$ cat src/rtl/des_round_key_sequencer.sv
// Streaming DES key schedule: takes one post-PC-1 key and emits the 16 round keys one per
// handshake, K1..K16 (left rotates) for encrypt or K16..K1 (right rotates) for decrypt.

module des_key_permutation2 (
    input  logic [0:55] cd,
    output logic [0:47] rk
);

    assign rk = {cd[13], cd[16], cd[10], cd[23], cd[0],  cd[4],
                 cd[2],  cd[27], cd[14], cd[5],  cd[20], cd[9],
                 cd[22], cd[18], cd[11], cd[3],  cd[25], cd[7],
                 cd[15], cd[6],  cd[26], cd[19], cd[12], cd[1],
                 cd[40], cd[51], cd[30], cd[36], cd[46], cd[54],
                 cd[29], cd[39], cd[50], cd[44], cd[32], cd[47],
                 cd[43], cd[48], cd[38], cd[55], cd[33], cd[52],
                 cd[45], cd[41], cd[49], cd[35], cd[28], cd[31]};

endmodule

module des_round_key_sequencer (
    input  logic        clk,
    input  logic        n_rst,
    input  logic        key_valid,
    output logic        key_ready,
    input  logic [0:55] input_key,
    input  logic        is_encrypt,
    input  logic        abort,
    output logic        rk_valid,
    input  logic        rk_ready,
    output logic [0:47] rk_data,
    output logic [3:0]  rk_round,
    output logic        rk_last,
    output logic        busy
);

    typedef enum logic {
        IDLE,
        RUN
    } state_t;

    state_t      state, state_next;
    logic [0:55] cd, cd_next;
    logic [3:0]  round, round_next;
    logic        mode, mode_next;
    logic        handshake;
    logic        accept;
    logic [0:55] load_cd;

    // Encrypt and decrypt tables differ only at index 0 (decrypt starts from C16/D16 == C0/D0).
    function automatic logic [1:0] shift_amt(input logic [3:0] idx, input logic enc);
        logic [1:0] amt;
        case (idx)
            4'd0:                amt = enc ? 2'd1 : 2'd0;
            4'd1, 4'd8, 4'd15:   amt = 2'd1;
            default:             amt = 2'd2;
        endcase
        return amt;
    endfunction

    function automatic logic [0:55] rotate_cd(input logic [0:55] v, input logic left,
                                              input logic [1:0] amt);
        logic [0:27] c;
        logic [0:27] d;
        c = v[0:27];
        d = v[28:55];
        case ({left, amt})
            3'b1_01: begin c = {c[1:27], c[0]};      d = {d[1:27], d[0]};      end
            3'b1_10: begin c = {c[2:27], c[0:1]};    d = {d[2:27], d[0:1]};    end
            3'b0_01: begin c = {c[27], c[0:26]};     d = {d[27], d[0:26]};     end
            3'b0_10: begin c = {c[26:27], c[0:25]};  d = {d[26:27], d[0:25]};  end
            default: ;
        endcase
        return {c, d};
    endfunction

    des_key_permutation2 u_pc2 (
        .cd (cd),
        .rk (rk_data)
    );

    assign busy      = (state == RUN);
    assign rk_valid  = busy;
    assign rk_round  = round;
    assign rk_last   = busy && (round == 4'd15);
    assign handshake = rk_valid && rk_ready;
    // A key may reload on the final handshake, but abort always suppresses that reload.
    assign key_ready = (state == IDLE) || (handshake && rk_last && !abort);
    assign accept    = key_valid && key_ready;
    assign load_cd   = rotate_cd(input_key, is_encrypt, shift_amt(4'd0, is_encrypt));

    always_ff @(posedge clk or negedge n_rst) begin
        if (!n_rst) begin
            state <= IDLE;
            cd    <= '0;
            round <= 4'd0;
            mode  <= 1'b1;
        end else begin
            state <= state_next;
            cd    <= cd_next;
            round <= round_next;
            mode  <= mode_next;
        end
    end

    always_comb begin
        state_next = state;
        cd_next    = cd;
        round_next = round;
        mode_next  = mode;
        case (state)
            IDLE: begin
                if (accept) begin
                    state_next = RUN;
                    cd_next    = load_cd;
                    mode_next  = is_encrypt;
                    round_next = 4'd0;
                end
            end
            RUN: begin
                if (abort) begin
                    state_next = IDLE;
                    round_next = 4'd0;
                end else if (handshake) begin
                    if (round != 4'd15) begin
                        round_next = round + 4'd1;
                        cd_next    = rotate_cd(cd, mode, shift_amt(round + 4'd1, mode));
                    end else if (accept) begin
                        cd_next    = load_cd;
                        mode_next  = is_encrypt;
                        round_next = 4'd0;
                    end else begin
                        state_next = IDLE;
                        round_next = 4'd0;
                    end
                end
            end
            default: state_next = IDLE;
        endcase
    end

endmodule
$ cat config.mk
export PLATFORM = sky130hd
export DESIGN_NAME = des_round_key_sequencer
export DESIGN_NICKNAME = d
export VERILOG_FILES = /design/src/rtl/des_round_key_sequencer.sv
export SDC_FILE = /design/constraint.sdc
export NUM_CORES = 1
export LEC_CHECK = 0
export BUFFER_PORTS_ARGS = -buffer_cell sky130_fd_sc_hd__buf_4
export CORE_MARGIN = 10
export CORE_UTILIZATION = 55
export DETAILED_ROUTE_END_ITERATION = 7
export PLACE_DENSITY = 0.88
export SYNTH_ARGS = -nofsm -noshare
export SYNTH_HDL_FRONTEND = slang
export SYNTH_SLANG_ARGS = --single-unit
export TNS_END_PERCENT = 30
$ cat constraint.sdc
create_clock -name clk -period 5.5 [get_ports clk]
set_input_delay 1.1 -clock clk [delete_from_list [all_inputs] [get_ports clk]]
set_output_delay 1.1 -clock clk [all_outputs]
set_load 0.01 [all_outputs]
After elaboration in Yosys (flattened, before gate mapping)
Cells that the tools add are included.
- flip-flop bits (word level): 62
- output and inout port bits: 56
- reduce and logical (&&, ||, !) cells: 12
- bitwise logic cells: 1
- $add $sub $neg: 1
- multiplexer cells: 31
- equality and inequality tests: 19
- operator list (cell ; count):
    case mux 28 bit (4 select lines) ; 4
    two-way mux 56 bit ; 4
    case mux 56 bit (2 select lines) ; 1
    two-way mux 4 bit ; 4
    equality test 3 bit, second input constant ; 4
    equality test 4 bit, second input constant ; 3
    two-way mux 1 bit ; 10
    two-way mux 2 bit ; 4
    case mux 4 bit (2 select lines) ; 1
    equality test 3 x 1 -> 1 bit, second input constant ; 2
    equality test 3 x 2 -> 1 bit, second input constant ; 2
    != test 2 bit, second input constant ; 3
    != test 6 x 2 -> 1 bit, second input constant ; 1
    AND reduction 3 bit ; 2
    logical AND 1 bit ; 5
    adder 4 x 1 -> 4 bit, second input constant ; 1
    equality test 4 x 1 -> 1 bit, second input constant ; 1
    zero test 4 bit ; 1
    != test 4 bit, second input constant ; 1
    case mux 1 bit (2 select lines) ; 2
    case mux 2 bit (2 select lines) ; 1
    != test 3 x 2 -> 1 bit, second input constant ; 1
    OR reduction 3 bit ; 1
    != test 2 x 1 -> 1 bit, second input constant ; 1
    4 further kinds ; 4

Longest topological paths before layout
- depth after elaboration: 14
- gate-level depth with buffers: 10
- depth with buffers taken out: 7

Modules after synthesis
A second synthesis with hierarchy kept.
- cell total of the unflattened synthesis: 614
- area total of the unflattened synthesis: 5485.3 um^2
- modules (own cells, without submodules) (module ; instances ; cells each ; area an instance (um^2)):
    des_round_key_sequencer ; 1 ; 566 ; 5124.9
    des_key_permutation2 ; 1 ; 48 ; 360.3

Worst setup path before layout
OpenSTA, ideal clock, no wires.
- path kind: in2out
- from: in rk_ready
- to: out key_ready
- slack: 2.851 ns
- data arrival time: 1.549 ns
- cell stages on the path: 2
- cells stage by stage: nand4_1 -> o21ai_0
- word-level cells in the longest chain between the ends: 4
- ends and longest elaborated chain (element ; RTL line ; source):
    from (decl) ; 29 ; input logic rk_ready,
    logical AND 1 bit ; 85 ; assign handshake = rk_valid && rk_ready;
    logical AND 1 bit (2 in series) ; 87 ; assign key_ready = (state == IDLE) || (handshake && rk_last && !abort);
    logical OR 1 bit ; 87 ;
    to (decl) ; 24 ; output logic key_ready,
Every way passes these cells.

Worst setup path in the final report
- from: reg round[1] (netlist: rk_round[1])
- to: reg cd[45] (netlist bit)
- word-level cells in the longest chain between the ends: 14
- ends and longest elaborated chain (element ; RTL line ; source):
    from (decl) ; 43 ; logic [3:0] round, round_next;
    from (signal assigned) ; 100 ; round <= round_next;
    adder 4 x 1 -> 4 bit ; 126 ; cd_next = rotate_cd(cd, mode, shift_amt(round + 4'd1, mode));
    equality test 4 x 1 -> 1 bit / equality test 4 bit (equally long branches) ; 52 ; case (idx)
    OR reduction 3 bit ; 52 ;
    case mux 2 bit (2 select lines) ; 52 ;
    two-way mux 2 bit ; 124 ; if (round != 4'd15) begin
    two-way mux 2 bit ; 123 ; end else if (handshake) begin
    two-way mux 2 bit ; 120 ; if (abort) begin
    two-way mux 2 bit ; 110 ; case (state)
    equality test 3 x 2 -> 1 bit, or another cell as far along ; 66 ; case ({left, amt})
    case mux 28 bit (4 select lines) ; 66 ;
    two-way mux 56 bit ; 124 ;
    two-way mux 56 bit ; 123 ;
    two-way mux 56 bit ; 120 ;
    case mux 56 bit (2 select lines) ; 110 ;
    to (signal assigned) ; 99 ; cd <= cd_next;
    to (decl) ; 42 ; logic [0:55] cd, cd_next;
Several ways; a longest one is shown, not always the timed one. The select of a mux whose other input is x is not followed.
A chain may end at the register's enable or synchronous reset.

==> impl_metrics.toml <==
[power_and_ir_drop]
vdd_drop_max_mv = 0.182
p_per_area_nw_per_um2 = 386
leakage_nw = 2.69

[layout]
area_delta_synth_final_pct = 10.9
fill_cells = 849
register_area_um2 = 1550
fin_area_um2 = 6130
multi_input_area_um2 = 3250
instances_no_fill = 827
layout-drive-gt1-share = 0.222
diodes = 0
nets = 755

[floorplan]
die_area_um2 = 14500
core_area_um2 = 9770
io_pins = 118
die_y_um = 120
num_rows = 36
start_util = 0.566
die_x_um = 120

[global_route]
grt_start_max_net_pins = 67
antenna_found_initial = 0
gr-usage-all-layers = 0.222
grt_overflow_total = 0
grt_pass1_vias = 5302
grt_pass1_wl_mm = 27.2

[detailed_routing]
drtIter0Drc = 883
ant_nets = 0
routedWlPerCell_um = 20.4
finalWirelength_mm = 16.9
vias = 5613
drt-vias-per-instance = 6.79
route.detailed.drc = 0
drtPass1Iterations = 5

[clock_tree]
cts_tree = "built"
h-tree-depth = 3
clock-root-buffer = "clkbuf_8"
ctsHoldBuffers = 0
clkSinkCount = 62
cts_made_buffers = 9
cts_setup_buffers = 0
clk_latency_ns = 0.35
clk_pin_slew_worst_paths_ns = 0.08
cts.repair.resized = 0
clock_path_buffers = 2

[sta]
clock_skew_ns = 0.0104
rsz0062_at_grt = "no"
worst_slew_pin_slew_ns = 1.19
setup_viol = 0
slew_headroom = 0.206
hold_viol = 0
timing.final.crit_share = 0.681
maxSlewViolCount = 0
fin_crit_ns = 3.74
tns_ns = 0
setup_ws_ns = 1.76
fmax_ghz = 0.267

[logic_synthesis]
synth_cells = 672
synth.most_common_cell = "dfrtp_1"
async_flop_share = 1.00
yosys.area.top_type = "dfrtp_1"
ys_seq_area_frac = 0.281
postSynthAreaPerCell_um2 = 8.23
synthTopCellsByArea = "dfrtp_1, mux2i_1, buf_4, o221ai_1, a31oi_1"
synth-edff-count = 0
synthDominantCellAreaShare = 0.276
synth_ff_type = "dfrtp_1"
synthTopCellsByCount = "dfrtp_1, mux2i_1, buf_4"
syn-num-nets = 738
synthesis.area_um2 = 5530
yosysWarnings = 0
ys_ff_latch = 62
synth.distinct_cells = 54

[placement]
dp_hpwl_mm = 11.1
place_ws_ns = 1.98
numPlacedInstances = 811
gp_congestion = 0.883
port_buffers = 117
dpl_cell_area_um2 = 5930

[setup_path]
r2r_start = "rk_round[1]"
ff2ff_setup_slack_ns = 1.76
start_kind = "flop"
cp.required_ns = 5.72
reg2reg_to = "cd[45]"
endpoint_kind = "flop"
cp_max_fo = 51
rr_worst_depth = 7
crit_arrival_ns = 3.97
crit_start = "rk_round[1]"
crit_type = "reg -> reg"

[hold_path]
holdCritStartpoint = "cd[21]"
worstHoldEndpoint = "cd[21]"
hp-class = "reg -> reg"
min_path_cells = 2

[flow_run]
maxCapViolCount = 0

[status]
status = "finished, final reports clean"
-- flip-flops by register name, summed over array words and instances, names as in the netlist --
signal / cells
cd: 56
rk_round: 4
busy: 1
mode: 1
-- power by group --
| group | internal [mW] | switching [mW] | total, mW |
|---|---|---|---|
| clock | 0.234 | 0.186 | 0.419 |
| sequential | 0.606 | 0.269 | 0.875 |
| combinational | 0.489 | 0.585 | 1.07 |
| total | 1.33 | 1.04 | 2.37 |
-- worst max-delay path: stages, from the launching register on --
cell and delay [ns]:
dfrtp_1 0.48, ha_1 0.34, and2_1 0.22, a21oi_1 0.21, o31a_2 0.76, nand2_1 0.92, a211oi_1 0.56, o21ai_1 0.12
-- per-stage QoR --
step | utilization | total power [mW] | hold slack, ns
2_1_floorplan | - | 1.64 | 0.520
5_1_grt | 0.627 | 2.51 | 0.636
3_5_place_dp | 0.607 | 1.93 | 0.576
4_1_cts | 0.627 | 2.35 | 0.592
6_report | 0.627 | 2.37 | 0.595
3_3_place_gp | 0.607 | 1.89 | 0.566
-- placed cells by master, fill, tap and decap left out, types with 8 or more instances in the layout --
master	n
a21oi_1	45
a31oi_1	40
nand3_1	13
o32ai_1	8
and3_1	37
a211oi_1	30
o31ai_1	24
o21ai_1	33
nand2_1	37
a21o_1	11
nor2_1	37
o221ai_1	31
o21ai_0	17
inv_1	10
and2_1	9
buf_4	123
clkbuf_8	11
mux2i_1	56
dfrtp_1	61
-- cell type report --
type,instances,share of cell area
multi-input cells,483,0.530
flip-flops and latches,62,0.253
repair buffers,123,0.151
well taps,133,0.0271
clock buffers,13,0.0259
clock inverters,3,0.00694
inverters,10,0.00612
-- worst max-delay path by stage --
| stage | to | cells after the start |
|---|---|---|
| floorplan | key_ready | 2 |
| global placement | cd[47] | 7 |
| detailed placement | cd[47] | 7 |
| CTS | cd[45] | 7 |
| global route | cd[45] | 7 |
| finish | cd[45] | 7 |
-- metal layers --
metal / part of all wire / track usage / vias up
met5: 0 / 0 / -
met4: 0.018 / 0.0626 / 0
met3: 0.13 / 0.0642 / 41
met2: 0.45 / 0.339 / 397
met1: 0.40 / 0.300 / 2636
li1: - / - / 2539
-- cells by family after synthesis --
kind of cell             Yosys count  synth area share
multiplexers                      61             0.114
XOR/XNOR                           3           0.00611
AO/OA/AOI/OAI                    261             0.321
flip-flops                        62             0.281
AND/OR/NAND/NOR                  154             0.137
adder cells (fa/ha/maj)            4           0.00905
buffers and inverters            127             0.132
Power figures use the tool's default switching activity.
